===== src/rtl/i2c_target.sv =====
// I2C target with a small register file, pointer auto-increment and open-drain SDA drive.
// Optional 3-sample input glitch filter: define I2C_TARGET_GLITCH_FILTER_EN.
module i2c_target #(
  parameter logic [6:0]  DEV_ADDR = 7'h76,
  parameter logic [7:0]  REG_BASE = 8'hD0,
  parameter int unsigned NUM_REGS = 32,
  parameter logic [7:0]  CHIP_ID  = 8'h60
) (
  input  logic       clk,
  input  logic       rst,
  input  logic       scl_in,
  input  logic       sda_in,
  output logic       sda_oe,
  output logic       busy,
  output logic       wr_strobe,
  output logic [7:0] wr_addr,
  output logic [7:0] wr_data
);

  localparam int unsigned IdxW    = (NUM_REGS > 1) ? $clog2(NUM_REGS) : 1;
  localparam logic [7:0]  RegLast = 8'(REG_BASE + NUM_REGS - 1);

  typedef enum logic [3:0] {
    StIdle, StAddr, StAddrAck, StPtr, StPtrAck, StWrData, StWrAck, StRdData, StRdAck, StWait
  } state_e;

  // Synchronizers idle high so reset never fakes a bus event.
  logic r_scl_s1, r_scl_s2, r_sda_s1, r_sda_s2;

  always_ff @(posedge clk or posedge rst) begin
    if (rst) begin
      r_scl_s1 <= 1'b1;
      r_scl_s2 <= 1'b1;
      r_sda_s1 <= 1'b1;
      r_sda_s2 <= 1'b1;
    end else begin
      r_scl_s1 <= scl_in;
      r_scl_s2 <= r_scl_s1;
      r_sda_s1 <= sda_in;
      r_sda_s2 <= r_sda_s1;
    end
  end

  logic w_scl, w_sda;

`ifdef I2C_TARGET_GLITCH_FILTER_EN
  logic [1:0] r_scl_hist, r_sda_hist;
  logic       r_scl_flt, r_sda_flt;

  always_ff @(posedge clk or posedge rst) begin
    if (rst) begin
      r_scl_hist <= 2'b11;
      r_sda_hist <= 2'b11;
      r_scl_flt  <= 1'b1;
      r_sda_flt  <= 1'b1;
    end else begin
      r_scl_hist <= {r_scl_hist[0], r_scl_s2};
      r_sda_hist <= {r_sda_hist[0], r_sda_s2};
      if (&{r_scl_hist, r_scl_s2}) r_scl_flt <= 1'b1;
      else if (~|{r_scl_hist, r_scl_s2}) r_scl_flt <= 1'b0;
      if (&{r_sda_hist, r_sda_s2}) r_sda_flt <= 1'b1;
      else if (~|{r_sda_hist, r_sda_s2}) r_sda_flt <= 1'b0;
    end
  end

  assign w_scl = r_scl_flt;
  assign w_sda = r_sda_flt;
`else
  assign w_scl = r_scl_s2;
  assign w_sda = r_sda_s2;
`endif

  logic r_scl_d, r_sda_d;

  always_ff @(posedge clk or posedge rst) begin
    if (rst) begin
      r_scl_d <= 1'b1;
      r_sda_d <= 1'b1;
    end else begin
      r_scl_d <= w_scl;
      r_sda_d <= w_sda;
    end
  end

  logic w_scl_rise, w_scl_fall, w_start, w_stop;

  assign w_scl_rise = w_scl & ~r_scl_d;
  assign w_scl_fall = ~w_scl & r_scl_d;
  // SCL must be high in both samples, so a coincident SCL/SDA edge counts as a data bit.
  assign w_start    = w_scl & r_scl_d & r_sda_d & ~w_sda;
  assign w_stop     = w_scl & r_scl_d & ~r_sda_d & w_sda;

  state_e            r_state;
  logic [3:0]        r_cnt;
  logic [7:0]        r_shift;
  logic [7:0]        r_ptr;
  logic [7:0]        r_regs [NUM_REGS];
  logic              r_sda_oe;
  logic              r_busy;
  logic              r_wr_strobe;
  logic [7:0]        r_wr_addr;
  logic [7:0]        r_wr_data;

  logic [7:0]        w_byte;
  logic [7:0]        w_ptr_next;
  logic [IdxW-1:0]   w_idx;
  logic [7:0]        w_rd_val;
  logic              w_in_win;

  assign w_byte     = {r_shift[6:0], w_sda};
  assign w_ptr_next = (r_ptr == RegLast) ? REG_BASE : r_ptr + 8'd1;
  assign w_idx      = IdxW'(r_ptr - REG_BASE);
  assign w_rd_val   = r_regs[w_idx];
  assign w_in_win   = (w_byte >= REG_BASE) && (w_byte <= RegLast);

  always_ff @(posedge clk or posedge rst) begin
    if (rst) begin
      r_state     <= StIdle;
      r_cnt       <= 4'd0;
      r_shift     <= 8'h00;
      r_ptr       <= REG_BASE;
      r_sda_oe    <= 1'b0;
      r_busy      <= 1'b0;
      r_wr_strobe <= 1'b0;
      r_wr_addr   <= 8'h00;
      r_wr_data   <= 8'h00;
      for (int unsigned i = 0; i < NUM_REGS; i++) begin
        r_regs[i] <= (i == 0) ? CHIP_ID : 8'h00;
      end
    end else begin
      r_wr_strobe <= 1'b0;
      if (w_stop) begin
        r_state  <= StIdle;
        r_sda_oe <= 1'b0;
        r_busy   <= 1'b0;
      end else if (w_start) begin
        r_state  <= StAddr;
        r_cnt    <= 4'd0;
        r_sda_oe <= 1'b0;
      end else begin
        unique case (r_state)
          StAddr: begin
            if (w_scl_rise) begin
              r_shift <= w_byte;
              r_cnt   <= r_cnt + 4'd1;
              if (r_cnt == 4'd7) begin
                if (w_byte[7:1] == DEV_ADDR) begin
                  r_state <= StAddrAck;
                  r_busy  <= 1'b1;
                end else begin
                  r_state <= StWait;
                end
              end
            end
          end
          // First SCL fall opens the ACK slot, the second one closes it.
          StAddrAck, StPtrAck, StWrAck: begin
            if (w_scl_fall) begin
              if (!r_sda_oe) begin
                r_sda_oe <= 1'b1;
              end else if (r_state == StAddrAck && r_shift[0]) begin
                r_state  <= StRdData;
                r_sda_oe <= ~w_rd_val[7];
                r_shift  <= {w_rd_val[6:0], 1'b0};
                r_cnt    <= 4'd1;
              end else begin
                r_sda_oe <= 1'b0;
                r_cnt    <= 4'd0;
                r_state  <= (r_state == StAddrAck) ? StPtr : StWrData;
              end
            end
          end
          StPtr: begin
            if (w_scl_rise) begin
              r_shift <= w_byte;
              r_cnt   <= r_cnt + 4'd1;
              if (r_cnt == 4'd7) begin
                if (w_in_win) begin
                  r_ptr   <= w_byte;
                  r_state <= StPtrAck;
                end else begin
                  r_state <= StWait;
                end
              end
            end
          end
          StWrData: begin
            if (w_scl_rise) begin
              r_shift <= w_byte;
              r_cnt   <= r_cnt + 4'd1;
              if (r_cnt == 4'd7) begin
                r_wr_strobe <= 1'b1;
                r_wr_addr   <= r_ptr;
                r_wr_data   <= w_byte;
                if (w_idx != '0) r_regs[w_idx] <= w_byte;
                r_ptr       <= w_ptr_next;
                r_state     <= StWrAck;
              end
            end
          end
          StRdData: begin
            if (w_scl_fall) begin
              if (r_cnt == 4'd8) begin
                r_sda_oe <= 1'b0;
                r_ptr    <= w_ptr_next;
                r_state  <= StRdAck;
              end else begin
                r_sda_oe <= ~r_shift[7];
                r_shift  <= {r_shift[6:0], 1'b0};
                r_cnt    <= r_cnt + 4'd1;
              end
            end
          end
          StRdAck: begin
            if (w_scl_rise && w_sda) begin
              r_state <= StWait;
            end else if (w_scl_fall) begin
              r_state  <= StRdData;
              r_sda_oe <= ~w_rd_val[7];
              r_shift  <= {w_rd_val[6:0], 1'b0};
              r_cnt    <= 4'd1;
            end
          end
          StIdle, StWait: ;
          default: r_state <= StIdle;
        endcase
      end
    end
  end

  assign sda_oe    = r_sda_oe;
  assign busy      = r_busy;
  assign wr_strobe = r_wr_strobe;
  assign wr_addr   = r_wr_addr;
  assign wr_data   = r_wr_data;

endmodule


===== config.mk =====
export PLATFORM = sky130hd
export DESIGN_NAME = i2c_target
export DESIGN_NICKNAME = d
export VERILOG_FILES = /design/src/rtl/i2c_target.sv
export SDC_FILE = /design/constraint.sdc
export NUM_CORES = 1
export LEC_CHECK = 0
export CAP_MARGIN = 20
export CORE_MARGIN = 2
export CORE_UTILIZATION = 35
export CTS_CLUSTER_DIAMETER = 200
export DETAILED_ROUTE_END_ITERATION = 10
export DONT_BUFFER_PORTS = 1
export SLEW_MARGIN = 5
export SYNTH_ARGS = -nofsm -noshare
export SYNTH_HDL_FRONTEND = slang
export SYNTH_SLANG_ARGS = --single-unit
export TNS_END_PERCENT = 10

===== constraint.sdc =====
create_clock -name clk -period 20.7 [get_ports clk]
set_input_delay 6.21 -clock clk [delete_from_list [all_inputs] [get_ports clk]]
set_output_delay 6.21 -clock clk [all_outputs]
set_load 0.02 [all_outputs]

==> results.toml <==
[worst_setup_path]
crit_type = "reg2out"
worstPathRequired_ps = 14490
arrival_ps = 1060
startpoint_type = "flip-flop"
cp-end-kind = "output port"
cp_max_fo = 6

[power_and_ir_drop]
ir_drop_mv = 0.0472
p_clk_share_pct = 40.4
p_switching_uw = 438
p_sw_share_pct = 29.4
internal-power_mw = 1.05
p_seq_share_pct = 42.9
power_density_nw_per_um2 = 92.1
power.leakage_nw = 7.40
power_frac_comb_pct = 16.7

[detailed_routing]
antenna_left = 0
dr_total_vias = 9033
post_drt_wl_per_cell_um = 21.4
viasPerCell = 5.48
drcViolationCount = 0
wl_um = 35200
drtIter0Drc = 676
first_pass_iters = 5

[cells_and_area]
layout_commonest_cell = "dfrtp_1"
syn_to_final_growth_pct = 10.7
layout_common_cells = "dfrtp_1, mux2_2, nand2_1, mux2i_1, mux4_2"
diodes = 0
nets = 1102
final_util_pct = 39.5
drive_gt1_share_pct = 37.8

[yosys]
syn_area_um2 = 14600
synth_area_leaders = "dfrtp_1, mux2_2, mux4_2"
ys_ff_latch = 305
ys_seq_area_share_pct = 52.3
synth.avg_cell_area_um2 = 13.0
synth_edf_count = 0
ys_warn_count = 0
synthArstFlopShare_pct = 100
yosys.area.top_type_share_pct = 50.3
postSynthCellCount = 1127
ys_types = 69
synth_ff_type = "dfrtp_1"
syn_nets = 1137
synth_top_area_cell = "dfrtp_1"

[timing]
final-setup-viol-count = 0
max_slew.worst_pin.slew_ps = 1050
period_minus_slack_ps = 7270
hold_viol = 0
finClkSkew_ps = 16.4
max_freq_ghz = 0.138
rsz0062_at_grt = "no"
maxSlewViolCount = 0
maxSlewHeadroom_pct = 29.9
min_period_over_period_pct = 35.1
setup_tns_ps = 0

[grt]
antenna_found_initial = 0
grtUsageTotal_pct = 16.4
grt_pass1_vias = 9158
grt.overflow.total = 0
grt_max_degree = 175
grt_first_pass_wirelength_um = 55400

[flow_run]
maxCapViolCount = 0

[placed_design]
hpwl_um = 22500
port_buffers = 0
place.gp.congestion = 0.863

[clock_network]
cts_buffers = 34
clk_pin_slew_ps = 60
holdBufCountCts = 0
cts_root_buffer = "clkbuf_16"
cts_max_level = 2
cts_tree = "built"
cts.sinks = 305
clockBufferDepth = 3
clock_latency_ps = 510
cts_resized = 0
postCtsSetupRepairBufs = 0

[die]
ios = 23
die_w_um = 208
die-height_um = 208
fp.coreArea_um2 = 41000
start_util_pct = 35.7
std_cell_rows = 74
dieArea_um2 = 43400

[run_status]
status = "completed"

[worst_hold_path]
worstHoldPathType = "reg2reg"
-- cell families (layout without fill, tap and decap cells) --
| group | count (synthesis) | count (layout) | share of synthesized area [%] |
|---|---|---|---|
| adders and majority gates | 6 | 6 | 0.513 |
| buffers and inverters | 97 | 85 | 2.77 |
| and+or+nand+nor | 234 | 234 | 7.99 |
| xor gates and xnor gates | 3 | 3 | 0.180 |
| DFF | 305 | 305 | 52.3 |
| AOI/OAI and AO/OA | 133 | 133 | 6.30 |
| muxes | 349 | 349 | 30.0 |
-- worst paths after layout --
| kind | slack [ps] | cells past startpoint | to | from |
|---|---|---|---|---|
| worst max register to register | 16950 | 7 | r_regs[77] | r_state[0] |
| worst min-delay path | 350 | 0 | r_scl_s2 | r_scl_s1 |
| max in group asynchronous | 13530 | 2 | r_regs[96] | rst |
| min in group asynchronous | 5710 | 1 | r_regs[40] | rst |
| worst max-delay path | 13430 | 0 | sda_oe | sda_oe |
| worst min register to register | 350 | 0 | r_scl_s2 | r_scl_s1 |
-- cell usage after synthesis (3+ instances only) --
library cell	count
a21oi_1	26
a221oi_1	7
a22o_1	5
a22oi_1	14
a31oi_1	13
a32o_1	3
and2_1	7
and3_1	6
buf_1	4
buf_2	20
clkbuf_1	59
dfrtp_1	294
dfstp_2	11
ha_1	6
inv_1	8
mux2_2	237
mux2_4	24
mux2i_1	50
mux4_2	38
nand2_1	95
nand2_4	4
nand2b_1	6
nand3_1	12
nand3b_1	3
nor2_1	37
nor2_2	24
nor2b_1	11
nor3_1	10
nor3b_1	3
o21ai_0	27
o221ai_1	3
o22ai_1	8
o31ai_1	3
o32a_1	3
-- cell type report --
type / instances / area (um^2)
inverters: 11 / 50.0
clock inverters: 10 / 83.8
multi-input cells: 725 / 6580
clock buffers: 49 / 1040
well taps: 532 / 666
fillers: 3837 / 24800
repair buffers: 15 / 123
flip-flops and latches: 305 / 7650
-- registers in the layout, summed over array words and instances, names as in the netlist --
signal and flops:
wr_addr 8, r_sda_s2 1, wr_data 8, r_regs 256, r_shift 8, r_scl_s2 1
r_cnt 4, wr_strobe 1, r_scl_s1 1, r_sda_s1 1, sda_oe 1, r_ptr 8
r_scl_d 1, busy 1, r_sda_d 1, r_state 4
-- per-stage QoR --
step | worst slack, ps | instances | hold WS (ps) | total power [mW] | cell area [um^2]
floorplan | 6080 | 1127 | 345 | 0.830 | 14600
global placement | 12900 | 1587 | 347 | 0.895 | 15100
detailed placement | 12890 | 1588 | 348 | 0.897 | 15100
CTS | 13390 | 1647 | 357 | 1.50 | 16200
global route | 13160 | 1647 | 362 | 1.56 | 16200
finish | 13430 | 1647 | 351 | 1.49 | 16200
-- power by group through the flow --
| stage | clock network [mW] | logic [mW] | registers, mW |
|---|---|---|---|
| 2_1_floorplan | 0 | 0.199 | 0.631 |
| 3_3_place_gp | 0 | 0.245 | 0.650 |
| 3_5_place_dp | 0 | 0.246 | 0.650 |
| 4_1_cts | 0.616 | 0.248 | 0.640 |
| 5_1_grt | 0.641 | 0.275 | 0.643 |
| 6_report | 0.602 | 0.249 | 0.640 |
-- per-layer routing --
layer,wire (um),global-route usage (%),part of all wire (%)
met5,0,0,0
met4,916,4.99,2.6
met3,1540,2.66,4.4
met2,15700,25.2,44
met1,17100,23.7,49
No activity file was read; power rests on OpenSTA's default activity.
